===== config.mk =====
export PLATFORM = sky130hd
export DESIGN_NAME = quad_decoder
export DESIGN_NICKNAME = d
export VERILOG_FILES = /design/src/rtl/quad_decoder.sv
export SDC_FILE = /design/constraint.sdc
export NUM_CORES = 1
export LEC_CHECK = 0
export ABC_CLOCK_PERIOD_IN_PS = 2700
export CORE_MARGIN = 2
export CORE_UTILIZATION = 50
export DETAILED_ROUTE_END_ITERATION = 10
export DONT_BUFFER_PORTS = 1
export MAX_ROUTING_LAYER = met4
export SLEW_MARGIN = 5
export SYNTH_ARGS = -nofsm -noshare
export SYNTH_HDL_FRONTEND = slang
export SYNTH_SLANG_ARGS = --single-unit

===== constraint.sdc =====
create_clock -name clk -period 2.7 [get_ports clk]
set_clock_uncertainty 0.05 [all_clocks]
set_input_delay 0.27 -clock clk [delete_from_list [all_inputs] [get_ports clk]]
set_output_delay 0.27 -clock clk [all_outputs]
set_load 0.03 [all_outputs]

===== src/rtl/quad_decoder.sv =====
`timescale 1ns/1ps
// Quadrature encoder decoder: synchronise, debounce, decode steps.
// Emits count_en/direction pulses and a sticky double-step error.
module quad_decoder #(
  parameter int SYNC_STAGES = 2,
  parameter int FILTER_LEN  = 3
) (
  input  logic clk,
  input  logic rstn,
  input  logic quad_a,
  input  logic quad_b,
  input  logic err_clr,
  output logic direction,
  output logic count_en,
  output logic step_err,
  output logic armed
);

  localparam logic [3:0] FMAX = 4'(FILTER_LEN - 1);
  localparam logic [4:0] SMAX = 5'(SYNC_STAGES + FILTER_LEN - 1);

  logic [SYNC_STAGES-1:0] sync_a;
  logic [SYNC_STAGES-1:0] sync_b;
  logic [1:0]             pin_s;
  logic [1:0]             filt;
  logic [1:0]             filt_nxt;
  logic [1:0]             prev;
  logic [1:0][3:0]        cnt;
  logic [1:0][3:0]        cnt_nxt;
  logic [4:0]             st;
  logic [3:0]             mv;
  logic                   up;
  logic                   dn;
  logic                   dbl;

  always_ff @(posedge clk or negedge rstn) begin
    if (!rstn) begin
      sync_a <= '0;
      sync_b <= '0;
    end else begin
      sync_a <= {sync_a[SYNC_STAGES-2:0], quad_a};
      sync_b <= {sync_b[SYNC_STAGES-2:0], quad_b};
    end
  end

  assign pin_s = {sync_a[SYNC_STAGES-1], sync_b[SYNC_STAGES-1]};

  // Counter resets on agreement and on acceptance, so it tops out at FMAX.
  always_comb begin
    filt_nxt = filt;
    cnt_nxt  = '0;
    for (int i = 0; i < 2; i++) begin
      if (pin_s[i] != filt[i]) begin
        if (cnt[i] >= FMAX)
          filt_nxt[i] = pin_s[i];
        else
          cnt_nxt[i] = cnt[i] + 4'd1;
      end
    end
  end

  always_ff @(posedge clk or negedge rstn) begin
    if (!rstn) begin
      filt <= '0;
      cnt  <= '0;
    end else begin
      filt <= filt_nxt;
      cnt  <= cnt_nxt;
    end
  end

  assign mv  = {prev, filt};
  assign dbl = (prev ^ filt) == 2'b11;

  always_comb begin
    up = 1'b0;
    dn = 1'b0;
    case (mv)
      4'b0010, 4'b1011,
      4'b1101, 4'b0100: up = 1'b1;
      4'b0001, 4'b0111,
      4'b1110, 4'b1000: dn = 1'b1;
      default: ;
    endcase
  end

  // During startup prev follows the filter's next value so the
  // first armed cycle compares against a settled pair.
  always_ff @(posedge clk or negedge rstn) begin
    if (!rstn) begin
      prev      <= '0;
      st        <= '0;
      armed     <= 1'b0;
      count_en  <= 1'b0;
      direction <= 1'b0;
      step_err  <= 1'b0;
    end else begin
      if (!armed) begin
        prev     <= filt_nxt;
        st       <= st + 5'd1;
        count_en <= 1'b0;
        if (st == SMAX)
          armed <= 1'b1;
      end else begin
        prev     <= filt;
        count_en <= up | dn;
        if (up | dn)
          direction <= dn;
      end
      if (armed && dbl)
        step_err <= 1'b1;
      else if (err_clr)
        step_err <= 1'b0;
    end
  end

endmodule


==> flow_summary.json, run 1 <==
{
  "wirelength_um": 1340,
  "synth.lib_cells_used.distinct": 22,
  "htree_num_levels": 1,
  "worst_hold_slack_ps": 313,
  "initial_utilization_pct": 53.1,
  "cts_root_buf": "sky130_fd_sc_hd__clkbuf_4",
  "netlist_area_sq_um": 1040,
  "critical_path_start_end_classification": "flop to flop",
  "layout-drive-gt1-share_pct": 14.0,
  "post_cts_resized": 0,
  "post-route-util_pct": 58.2,
  "final.period_utilization_pct": 57.6,
  "cts_made_buffers": 3,
  "ant_nets": 0,
  "hold-path-cell-count": 0,
  "via_count": 535,
  "multiInputGateArea_sq_um": 393,
  "rr_worst_depth": 5,
  "run_status": "complete, no violations",
  "p_leak_uw": 0.000526,
  "placement_rows": 16,
  "layout_commonest_cell": "sky130_fd_sc_hd__dfrtp_1",
  "diodes": 0,
  "critical_path_launch_point_type": "flop",
  "worstSkewPairLatency_ps": 310,
  "instances_no_fill": 113,
  "r2r_slack_ps": 1140,
  "syn_to_final_growth_pct": 9.48,
  "die_area_sq_um": 2470,
  "die_x_um": 49.7,
  "totalNegativeSetupSlack_ps": 0,
  "post_cts_buffers": 0,
  "cts-hold-fix-buffers": 4,
  "initial_antenna_violation_count": 0,
  "number_of_detailed_routing_iterations_run_before_antenna_repair": 3,
  "synthesis.yosys.warnings": 0,
  "worst_r2r_dst": "prev[0]$_DFF_PN0_",
  "cap_viol_max_count": 0,
  "share_of_synthesized_area_occupied_by_flip_flops_and_latches_pct": 60.0,
  "max-vdd-ir-drop_uv": 533,
  "cts-root-to-sink-buffers": 2,
  "finalCriticalPeriod_ps": 1560,
  "max-slew-margin-rel_pct": 27.8,
  "hold_path_class": "flop to flop",
  "synth_register_bits": 25,
  "design_power_total_uw": 785,
  "arrival_ps": 1720,
  "viasPerCell": 4.73,
  "hold_path_startpoint": "sync_a[0]$_DFF_PN0_",
  "endpoint_kind": "flop",
  "ios": 9,
  "synth_area_per_cell_sq_um": 13.4,
  "first_iter_violations": 5,
  "worst_reg2reg_startpoint": "cnt[0]$_DFF_PN0_",
  "cts_tree": "yes",
  "sequential_cell_area_sq_um": 626,
  "hold_end": "sync_a[1]$_DFF_PN0_",
  "setup_violations": 0,
  "floorplan.die.height_um": 49.7,
  "nFillCells": 174,
  "power_density_nw_per_um2": 688,
  "fp.coreArea_sq_um": 1960,
  "grt_total_ovfl": 0,
  "maxSlewViolCount": 0,
  "remaining_drc_errors": 0,
  "sinks_on_the_clock_net": 25,
  "critPathRequiredTime_ps": 2860,
  "layout.nets": 98,
  "grt_max_degree": 26,
  "synth_cells": 78,
  "gp_routability_congestion": 0.762,
  "global_route.usage.total_pct": 14.6,
  "avgRoutedWirePerCell_um": 11.8,
  "clkSlewWorstSetupHoldPaths_ps": 120,
  "fmax_mhz": 643,
  "mostFrequentLayoutCells": "sky130_fd_sc_hd__dfrtp_1, sky130_fd_sc_hd__xnor2_1, sky130_fd_sc_hd__inv_1, sky130_fd_sc_hd__ha_1, sky130_fd_sc_hd__nor2_1",
  "dp_hpwl_um": 926,
  "cp_max_fo": 4,
  "final-hold-violation-count": 0,
  "grt_setup_unrepaired": "no",
  "slew_at_the_pin_with_the_worst_max_slew_slack_ps": 1080,
  "grt_pass1_wl_um": 2530,
  "io_buffer_count": 0,
  "first_global_vias": 554,
  "placed_cells": 105
}
-- power by group --
| part | internal [uW] | total, uW | switching (uW) |
|---|---|---|---|
| registers | 420 | 507 | 86.3 |
| logic | 62.6 | 116 | 53.3 |
| clock network | 57.8 | 163 | 105 |
| total | 541 | 785 | 245 |
-- per-layer routing --
metal	vias up	track usage, %	routed length, um
li1	265	-	-
met1	255	16.9	669
met2	13	22.9	585
met3	2	5.76	58
met4	0	5.56	25
met5	-	-	0
-- cell type report --
| type | instances | share of cell area, % |
|---|---|---|
| sequential | 25 | 54.8 |
| multi-input combinational | 47 | 34.4 |
| timing repair buffer | 4 | 3.51 |
| tap | 27 | 2.96 |
| clock buffer | 4 | 2.30 |
| inverter | 6 | 1.97 |
-- worst max path at each step --
stage,end,slack [ps],start
floorplan,prev[0]$_DFF_PN0_,1220,cnt[1]$_DFF_PN0_
global placement,prev[0]$_DFF_PN0_,1180,cnt[1]$_DFF_PN0_
detailed placement,prev[0]$_DFF_PN0_,1150,cnt[0]$_DFF_PN0_
CTS,prev[0]$_DFF_PN0_,1130,cnt[0]$_DFF_PN0_
global route,prev[1]$_DFF_PN0_,1050,cnt[5]$_DFF_PN0_
finish,prev[0]$_DFF_PN0_,1140,cnt[0]$_DFF_PN0_
-- kinds of logic (layout without fill, tap and decap cells) --
group                      Yosys count  count (layout)  share of synthesized area [%]
and+or+nand+nor                     18              18                           11.4
xor gates and xnor gates            11              11                           9.24
DFF                                 25              25                           60.0
other                                1               2                          0.360
AOI/OAI and AO/OA                    5               5                           3.00
muxes                                5               5                           6.12
buffers and inverters                7              14                           2.64
adders and majority gates            6               6                           7.20
-- per-stage QoR --
stage	worst slack [ps]	cell area [sq um]
finish	1140	1140
global placement	1180	1070
global route	1050	1140
CTS	1130	1140
floorplan	1220	1050
detailed placement	1150	1070
-- synthesized netlist by cell type --
master | n | area share (%)
sky130_fd_sc_hd__a21oi_1 | 2 | 0.96
sky130_fd_sc_hd__and3_1 | 1 | 0.60
sky130_fd_sc_hd__and3_2 | 1 | 0.72
sky130_fd_sc_hd__buf_2 | 1 | 0.48
sky130_fd_sc_hd__conb_1 | 1 | 0.36
sky130_fd_sc_hd__dfrtp_1 | 25 | 60
sky130_fd_sc_hd__ha_1 | 6 | 7.2
sky130_fd_sc_hd__inv_1 | 6 | 2.2
sky130_fd_sc_hd__mux2_1 | 1 | 1.1
sky130_fd_sc_hd__mux2_2 | 2 | 2.2
sky130_fd_sc_hd__mux2_4 | 2 | 2.9
sky130_fd_sc_hd__nand2_1 | 4 | 1.4
sky130_fd_sc_hd__nand3_1 | 2 | 0.96
sky130_fd_sc_hd__nor2_1 | 5 | 1.8
sky130_fd_sc_hd__nor2_2 | 2 | 1.2
sky130_fd_sc_hd__nor2b_1 | 1 | 0.60
sky130_fd_sc_hd__nor4_4 | 2 | 4.1
sky130_fd_sc_hd__o21ai_0 | 1 | 0.48
sky130_fd_sc_hd__o31ai_1 | 1 | 0.72
sky130_fd_sc_hd__o32ai_1 | 1 | 0.84
sky130_fd_sc_hd__xnor2_1 | 9 | 7.6
sky130_fd_sc_hd__xor2_1 | 2 | 1.7
-- worst max-delay path, cell delays in order, from the launching register on --
cell and delay (ps):
sky130_fd_sc_hd__dfrtp_1 400, sky130_fd_sc_hd__inv_1 60, sky130_fd_sc_hd__ha_1 220, sky130_fd_sc_hd__nor4_4 360, sky130_fd_sc_hd__nor2_2 70, sky130_fd_sc_hd__mux2_4 300
-- sequential cells by signal, summed over array words and instances, names as in the netlist --
name	flops
step_err	1
sync_b	2
direction	1
count_en	1
sync_a	2
st	5
filt	2
prev	2
cnt	8
armed	1
No activity file was read; power rests on OpenSTA's default activity.
==> inputs of run 2 (changes only) <==
--- a/config.mk
+++ b/config.mk
@@ -5,7 +5,7 @@
 export SDC_FILE = /design/constraint.sdc
 export NUM_CORES = 1
 export LEC_CHECK = 0
-export ABC_CLOCK_PERIOD_IN_PS = 2700
+export ABC_CLOCK_PERIOD_IN_PS = 1500
 export CORE_MARGIN = 2
 export CORE_UTILIZATION = 50
 export DETAILED_ROUTE_END_ITERATION = 10
==> constraint.sdc (replaced) <==
create_clock -name clk -period 1.5 [get_ports clk]
set_clock_uncertainty 0.05 [all_clocks]
set_input_delay 0.15 -clock clk [delete_from_list [all_inputs] [get_ports clk]]
set_output_delay 0.15 -clock clk [all_outputs]
set_load 0.03 [all_outputs]
==> flow_summary.json, run 2 (synthesis gave the netlist of run 1 again) <==
{
  "io_buffer_count": 0,
  "p_leak_uw": 0.000568,
  "grt_setup_unrepaired": "yes",
  "first_global_vias": 611,
  "placed_cells": 110,
  "worstSkewPairLatency_ps": 300,
  "initial_utilization_pct": 53.1,
  "clkSlewWorstSetupHoldPaths_ps": 120,
  "arrival_ps": 1630,
  "grt_total_ovfl": 0,
  "sinks_on_the_clock_net": 25,
  "setup_violations": 0,
  "global_route.usage.total_pct": 14.9,
  "hold_path_class": "input pin to async pin",
  "cts_root_buf": "sky130_fd_sc_hd__clkbuf_4",
  "critical_path_start_end_classification": "flop to flop",
  "ant_nets": 0,
  "layout-drive-gt1-share_pct": 21.5,
  "die_area_sq_um": 2470,
  "floorplan.die.height_um": 49.7,
  "grt_pass1_wl_um": 2680,
  "fmax_mhz": 678,
  "number_of_detailed_routing_iterations_run_before_antenna_repair": 3,
  "totalNegativeSetupSlack_ps": 0,
  "startpoint": "cnt[0]$_DFF_PN0_",
  "cap_viol_max_count": 0,
  "die_x_um": 49.7,
  "worst_reg2reg_startpoint": "cnt[0]$_DFF_PN0_",
  "final.setup.worst_slack_ps": 24.7,
  "post-place-ws_ps": 12.9,
  "dp_hpwl_um": 1010,
  "remaining_drc_errors": 0,
  "critical_path_launch_point_type": "flop",
  "instances_no_fill": 120,
  "cts_made_buffers": 3,
  "cts-root-to-sink-buffers": 2,
  "syn_to_final_growth_pct": 16.3,
  "maxSlewViolCount": 0,
  "largest_register_ffs": 8,
  "layout_commonest_cell": "sky130_fd_sc_hd__dfrtp_1",
  "via_count": 578,
  "critPathRequiredTime_ps": 1650,
  "endpoint_kind": "flop",
  "avgRoutedWirePerCell_um": 12.2,
  "power_density_nw_per_um2": 1190,
  "final.period_utilization_pct": 98.4,
  "wirelength_um": 1460,
  "largest_registers": "cnt: 8 flops, st: 5 flops",
  "cp_max_fo": 3,
  "finalCriticalPeriod_ps": 1480,
  "fp.coreArea_sq_um": 1960,
  "final-hold-violation-count": 0,
  "mostFrequentLayoutCells": "sky130_fd_sc_hd__dfrtp_1, sky130_fd_sc_hd__xnor2_1, sky130_fd_sc_hd__inv_1, sky130_fd_sc_hd__buf_4",
  "grt_max_degree": 26,
  "cts_tree": "yes",
  "placement_rows": 16,
  "gp_routability_congestion": 0.745,
  "run_status": "complete, no violations",
  "regMostFlops": "cnt",
  "ios": 9,
  "htree_num_levels": 1,
  "viasPerCell": 4.82,
  "diodes": 0,
  "layout.nets": 105,
  "initial_antenna_violation_count": 0,
  "first_iter_violations": 3,
  "max-vdd-ir-drop_uv": 771
}
[run 2: cell types whose count changed in the layout (fill, tap and decap cells not counted)]
cell | before | now
sky130_fd_sc_hd__ha_2 | 0 | 1
sky130_fd_sc_hd__buf_12 | 0 | 1
sky130_fd_sc_hd__ha_1 | 6 | 5
sky130_fd_sc_hd__mux2_2 | 2 | 1
sky130_fd_sc_hd__buf_4 | 0 | 6
sky130_fd_sc_hd__mux2_4 | 2 | 3
[run 2: where the power goes]
| group | internal, uW | total, uW | leakage, uW | switching, uW |
|---|---|---|---|---|
| Clock | 104 | 286 | 0.0000150 | 183 |
| Sequential | 757 | 907 | 0.000302 | 151 |
| Combinational | 144 | 255 | 0.000251 | 111 |
[run 2: per-layer routing]
layer  vias to the layer above  wire [um]  global-route usage, %
met2                        11        695                   22.0
li1                        282          -                      -
met3                         2         46                   2.73
met5                         -          0                      -
met1                       283        704                   19.9
met4                         0         15                   6.94
[run 2: per-stage QoR]
step	util (%)	power, uW	area [sq um]	hold slack (ps)
global route	61.8	1540	1210	204
floorplan	-	1080	1050	-196
CTS	61.1	1460	1200	187
global placement	56.7	1130	1110	-195
detailed placement	56.7	1140	1110	-195
finish	61.8	1450	1210	205
[run 2: path summary, 6_finish.rpt]
path / to / slack, ps / cells past startpoint
worst max-delay path: filt[0]$_DFF_PN0_ / 20 / 4
worst min-delay path: count_en$_DFF_PN0_ / 210 / 2
worst max register to register: filt[0]$_DFF_PN0_ / 20 / 4
worst min register to register: sync_b[1]$_DFF_PN0_ / 320 / 0
max in group asynchronous: cnt[7]$_DFF_PN0_ / 1050 / 2
min in group clk: sync_b[1]$_DFF_PN0_ / 320 / 0
[run 2: critical path, cell delays in order (launching register included)]
cell                      delay, ps
sky130_fd_sc_hd__dfrtp_1        370
sky130_fd_sc_hd__inv_1           50
sky130_fd_sc_hd__ha_2           190
sky130_fd_sc_hd__nor4_4         350
sky130_fd_sc_hd__mux2_1         370
[run 2: area by class of cell]
class / count / area (sq um)
fillers: 173 / 749
multi-input cells: 47 / 399
clock buffers: 4 / 26.3
inverters: 6 / 22.5
flip-flops and latches: 25 / 626
well taps: 27 / 33.8
repair buffers: 11 / 105
[run 2: what timing repair did]
item	4_1_cts	5_1_grt
pin swaps	1	2
hold buffers	5	0
endpoints found under the setup margin	1	5
buffers inserted	0	1
gates resized for setup	0	2
gates cloned	0	0
hold endpoints to repair	28	0
==> inputs of run 3 (changes only) <==
--- a/config.mk
+++ b/config.mk
@@ -6,11 +6,14 @@
 export NUM_CORES = 1
 export LEC_CHECK = 0
 export ABC_CLOCK_PERIOD_IN_PS = 1500
+export CELL_PAD_IN_SITES_DETAIL_PLACEMENT = 1
+export CELL_PAD_IN_SITES_GLOBAL_PLACEMENT = 1
 export CORE_MARGIN = 2
-export CORE_UTILIZATION = 50
+export CORE_UTILIZATION = 48
 export DETAILED_ROUTE_END_ITERATION = 10
 export DONT_BUFFER_PORTS = 1
 export MAX_ROUTING_LAYER = met4
+export PLACE_DENSITY_LB_ADDON = 0.1
 export SLEW_MARGIN = 5
 export SYNTH_ARGS = -nofsm -noshare
 export SYNTH_HDL_FRONTEND = slang
==> flow_summary.json, run 3 (synthesis gave the netlist of run 1 again) <==
{
  "run_status": "complete, no violations",
  "grt_total_ovfl": 0,
  "floorplan.die.height_um": 50.6,
  "placement_rows": 16,
  "setup_violations": 0,
  "hold_path_class": "flop to flop",
  "largest_registers": "cnt: 8 flops, st: 5 flops",
  "finalCriticalPeriod_ps": 1480,
  "max-slew-margin-rel_pct": 28.2,
  "ios": 9,
  "layout-drive-gt1-share_pct": 22.6,
  "critical_path_launch_point_type": "flop",
  "final.period_utilization_pct": 98.6,
  "largest_register_ffs": 8,
  "nFillCells": 209,
  "ant_nets": 0,
  "clkSlewWorstSetupHoldPaths_ps": 120,
  "dpl-instance-area_sq_um": 1110,
  "first_global_vias": 702,
  "grt_setup_unrepaired": "yes",
  "fp.coreArea_sq_um": 2000,
  "final-hold-violation-count": 0,
  "mostFrequentLayoutCells": "sky130_fd_sc_hd__dfrtp_1, sky130_fd_sc_hd__xnor2_1, sky130_fd_sc_hd__buf_4, sky130_fd_sc_hd__inv_1, sky130_fd_sc_hd__nor2_1",
  "die_x_um": 50.6,
  "arrival_ps": 1630,
  "die_area_sq_um": 2560,
  "via_count": 598,
  "regMostFlops": "cnt",
  "viasPerCell": 4.98,
  "grt_max_degree": 26,
  "cts-root-to-sink-buffers": 2,
  "number_of_detailed_routing_iterations_run_before_antenna_repair": 2,
  "cp_max_fo": 4,
  "power_density_nw_per_um2": 1210,
  "grt_pass1_wl_um": 3110,
  "global_route.usage.total_pct": 16.9,
  "fmax_mhz": 676,
  "avgRoutedWirePerCell_um": 13.5,
  "remaining_drc_errors": 0,
  "critPathRequiredTime_ps": 1650,
  "sinks_on_the_clock_net": 25,
  "slew_at_the_pin_with_the_worst_max_slew_slack_ps": 1070,
  "cts_root_buf": "sky130_fd_sc_hd__clkbuf_4",
  "cap_viol_max_count": 0,
  "max-vdd-ir-drop_uv": 869,
  "gp_routability_congestion": 0.772,
  "diodes": 0,
  "initial_antenna_violation_count": 0,
  "r2r_slack_ps": 20,
  "critical_path_start_end_classification": "flop to flop",
  "maxSlewViolCount": 0,
  "cts_tree": "yes",
  "syn_to_final_growth_pct": 15.4,
  "worst_reg2reg_startpoint": "cnt[5]$_DFF_PN0_",
  "htree_num_levels": 1,
  "worst_r2r_dst": "prev[1]$_DFF_PN0_",
  "layout.nets": 105,
  "cts_made_buffers": 3,
  "p_leak_uw": 0.000563,
  "hold_end": "sync_a[1]$_DFF_PN0_",
  "worstSkewPairLatency_ps": 300,
  "wirelength_um": 1620,
  "endpoint_kind": "flop",
  "hold_path_startpoint": "sync_a[0]$_DFF_PN0_",
  "io_buffer_count": 0,
  "dp_hpwl_um": 1130,
  "rr_worst_depth": 5,
  "initial_utilization_pct": 52.1,
  "design_power_total_uw": 1460,
  "first_iter_violations": 1,
  "layout_commonest_cell": "sky130_fd_sc_hd__dfrtp_1",
  "hold-path-cell-count": 0,
  "final_area_sq_um": 1200
}
## run 3: cell counts in the layout (fill, tap and decap cells not counted)
No cell type changed its count.
## run 3: power by group
group / switching (uW) / internal [uW] / total, uW
combinational: 126 / 143 / 270
clock: 178 / 104 / 281
sequential: 148 / 757 / 904
## run 3: critical path: stages (launching register included)
cell and delay, ps:
sky130_fd_sc_hd__dfrtp_1 410, sky130_fd_sc_hd__buf_4 130, sky130_fd_sc_hd__buf_4 130, sky130_fd_sc_hd__nor4_4 270, sky130_fd_sc_hd__nor2_2 80, sky130_fd_sc_hd__mux2_4 300
## run 3: worst max-delay path by stage
stage,end,cells after the start,start
6_report,prev[1]$_DFF_PN0_,5,cnt[5]$_DFF_PN0_
5_1_grt,prev[1]$_DFF_PN0_,5,cnt[4]$_DFF_PN0_
4_1_cts,prev[0]$_DFF_PN0_,5,cnt[0]$_DFF_PN0_
3_5_place_dp,filt[1]$_DFF_PN0_,4,cnt[4]$_DFF_PN0_
3_3_place_gp,filt[1]$_DFF_PN0_,4,cnt[4]$_DFF_PN0_
2_1_floorplan,prev[0]$_DFF_PN0_,4,cnt[1]$_DFF_PN0_
## run 3: timing repair
item,4_1_cts,5_1_grt
resized for setup,0,3
setup endpoints to repair,3,5
pin swaps,2,3
hold buffers,4,0
endpoints found under the hold margin,28,0
setup buffers,0,2
## run 3: stage by stage
step,setup TNS [ps],hold WS [ps],cells,util (%),worst slack [ps]
2_1_floorplan,0,-196,79,-,21.1
3_3_place_gp,0,-195,110,55.6,23.4
3_5_place_dp,-49.9,-195,110,55.6,-32.1
4_1_cts,0,320,118,58.9,10.0
5_1_grt,-129,318,120,60.1,-49.7
6_report,0,318,120,60.1,20.3
## run 3: cell type report
type / count / area [sq um] / share of cell area [%]
clock buffer: 4 / 26.3 / 2.19
inverter: 6 / 22.5 / 1.87
timing repair buffer: 11 / 92.6 / 7.70
sequential: 25 / 626 / 52.0
multi-input combinational: 47 / 402 / 33.4
tap: 27 / 33.8 / 2.81
## run 3: routing by layer
layer	track usage, %	routed length (um)
met5	-	0
met4	4.05	15
met3	6.25	60
met2	28.3	835
met1	19.4	713
==> variant (settings of run 3) <==
Register the output `step_err` once more, cleared by the reset; this adds one clock of latency there. The other outputs are not delayed to match.
--- a/src/rtl/quad_decoder.sv
+++ b/src/rtl/quad_decoder.sv
@@ -18,6 +18,8 @@
 
   localparam logic [3:0] FMAX = 4'(FILTER_LEN - 1);
   localparam logic [4:0] SMAX = 5'(SYNC_STAGES + FILTER_LEN - 1);
+
+  logic step_err_s0;
 
   logic [SYNC_STAGES-1:0] sync_a;
   logic [SYNC_STAGES-1:0] sync_b;
@@ -93,7 +95,7 @@
       armed     <= 1'b0;
       count_en  <= 1'b0;
       direction <= 1'b0;
-      step_err  <= 1'b0;
+      step_err_s0 <= 1'b0;
     end else begin
       if (!armed) begin
         prev     <= filt_nxt;
@@ -108,9 +110,17 @@
           direction <= dn;
       end
       if (armed && dbl)
-        step_err <= 1'b1;
+        step_err_s0 <= 1'b1;
       else if (err_clr)
-        step_err <= 1'b0;
+        step_err_s0 <= 1'b0;
+    end
+  end
+
+  always_ff @(posedge clk or negedge rstn) begin
+    if (!rstn) begin
+      step_err <= '0;
+    end else begin
+      step_err <= step_err_s0;
     end
   end
 
Behaviour: not the same (Yosys sat finds a counterexample within 10 cycles, from zero or initial values and one cycle with rstn low).
==> variant against run 3 <==
Design area is 4.5% higher; sequential cell count is 1 higher; combinational power is 6% lower; first-iteration DRC count grew to 4.0 times the old value; synthesized area is 2.9% higher; count of clock-buffer cells in the layout is 1 lower; setup slack better by 74 ps; wire length is 2.3% higher; total power is 15% higher; critical endpoint unchanged.
==> variant: results (changes against run 3) <==
status finished, final reports clean (unchanged); Worst-Skew Late Latency 320 ps (was 300 ps); GPL Wtd Cong 0.723 (was 0.772); critical-path maximum fanout 3 (was 4); First-pass DRT Iterations 3 (was 2); reg2reg path depth 5 (unchanged); Worst Path Arrival 1570 ps (was 1630 ps); Final Net Count 105 (unchanged); R2R Path Start cnt[4] (was cnt[5]); R2R setup slack 90 ps (was 20 ps); worst hold path class primary input to async pin (was flip-flop to flip-flop); Post-CTS Resized 0 (unchanged); Antenna diodes 0 (unchanged); met3 Use GR 3.51% (was 6.25%); Reg clk slew, reported paths 150 ps (was 120 ps); # port buffers 0 (unchanged); reg2reg end prev[1] (unchanged); DRT iter0 DRCs 4 (was 1); FF+latch count, synth 26 (was 25); sequential share of the synthesized area 60.7% (was 60.0%); setup tns final 0 ps (unchanged); Worst VDD drop 1.03 mV (was 0.869 mV); H-tree levels 1 (unchanged); Post-synth top cells 26 x dfrtp_1, 9 x xnor2_1, 6 x ha_1, 6 x inv_1, 5 x nor2_1 (was 25 x dfrtp_1, 9 x xnor2_1, 6 x ha_1, 6 x inv_1, 5 x nor2_1); met2 Usage GRT 25.5% (was 28.3%); share of cells above drive strength 1 22.6% (unchanged); first-pass GRT wire length 2810 um (was 3110 um); top post-synthesis cells by area dfrtp_1 61%, xnor2_1 7.4%, ha_1 7.0%, nor4_4 4.0%, mux2_2 3.2% (was dfrtp_1 60%, xnor2_1 7.6%, ha_1 7.2%, nor4_4 4.1%, mux2_4 2.9%); biggest regs cnt: 8 flops, st: 5 flops (unchanged); initial antenna violation count 0 (unchanged); vias in the first global route 655 (was 702); Via-to-Cell Ratio 4.93 (was 4.98); Clock Tree Buf Depth 2 (unchanged); routed len/inst 13.7 um (was 13.5 um); GRT met1 Usage 17.7% (was 19.4%); yosys warns 0 (unchanged); Async SR Flop Fraction 100% (unchanged); GRT Total Usage 15.3% (was 16.9%); largest net degree at the start of global routing 27 (was 26); Unique masters post-synth 20 (was 22); Num CTS Buffers 3 (unchanged); Static Leakage 0.584 nW (was 0.563 nW); Root Driver clkbuf_4 (unchanged); Setup Fix Bufs, Post-CTS 0 (unchanged)
## variant: critical path, cell delays in order, from the launching register on
cell and delay (ps):
dfrtp_1 370, inv_1 50, ha_1 230, nor4_4 240
nor2_2 80, mux2_4 300
## variant: how the worst max path moves through the flow
stage / from / end / cells past startpoint
final: cnt[4] / prev[1] / 5
after global placement: cnt[0] / filt[0] / 4
after CTS: cnt[0] / filt[0] / 4
after floorplan: cnt[1] / filt[0] / 3
after detailed placement: cnt[0] / filt[0] / 4
after global routing: cnt[4] / prev[1] / 5
## variant: power by group
part | internal [mW] | switching (mW)
registers | 0.796 | 0.151
clock network | 0.270 | 0.206
logic | 0.137 | 0.119
total | 1.20 | 0.476
## variant: what timing repair did
action / CTS / global route
pin swaps: 1 / 1
hold endpoints to repair: 29 / 0
setup endpoints to repair: 1 / 2
hold buffers: 5 / 0
## variant: cell families (layout without fill, tap and decap cells)
family	Yosys count	in the layout	share of synthesized area, %
AOI/OAI and AO/OA	4	4	2.22
xor gates and xnor gates	11	11	8.99
adders and majority gates	6	6	7.00
buffers and inverters	7	20	2.57
DFF	26	26	60.7
muxes	5	5	5.95
other	1	2	0.350
and+or+nand+nor	19	19	12.3
## variant: area by class of cell
type                    instances  area (um2)
clock inverters                 1        30.0
multi-input cells              47         398
fillers                       220         913
clock buffers                   3        22.5
repair buffers                 10        97.6
well taps                      28        35.0
inverters                       6        22.5
flip-flops and latches         26         651
## variant: stage by stage
step	hold WS [ps]	setup slack (ps)	utilization, %	cells	area (um2)
detailed placement	-195	32.1	52.7	112	1140
global route	190	25.3	57.9	121	1260
global placement	-195	57.7	52.7	112	1140
CTS	175	13.2	57.9	121	1260
floorplan	-196	74.2	-	80	1080
finish	186	94.2	57.9	121	1260
## variant: layer usage
layer / share of wire, % / vias up
met5: 0 / -
met4: 0.54 / 0
met3: 2.0 / 2
met2: 54 / 6
met1: 44 / 303
li1: - / 285
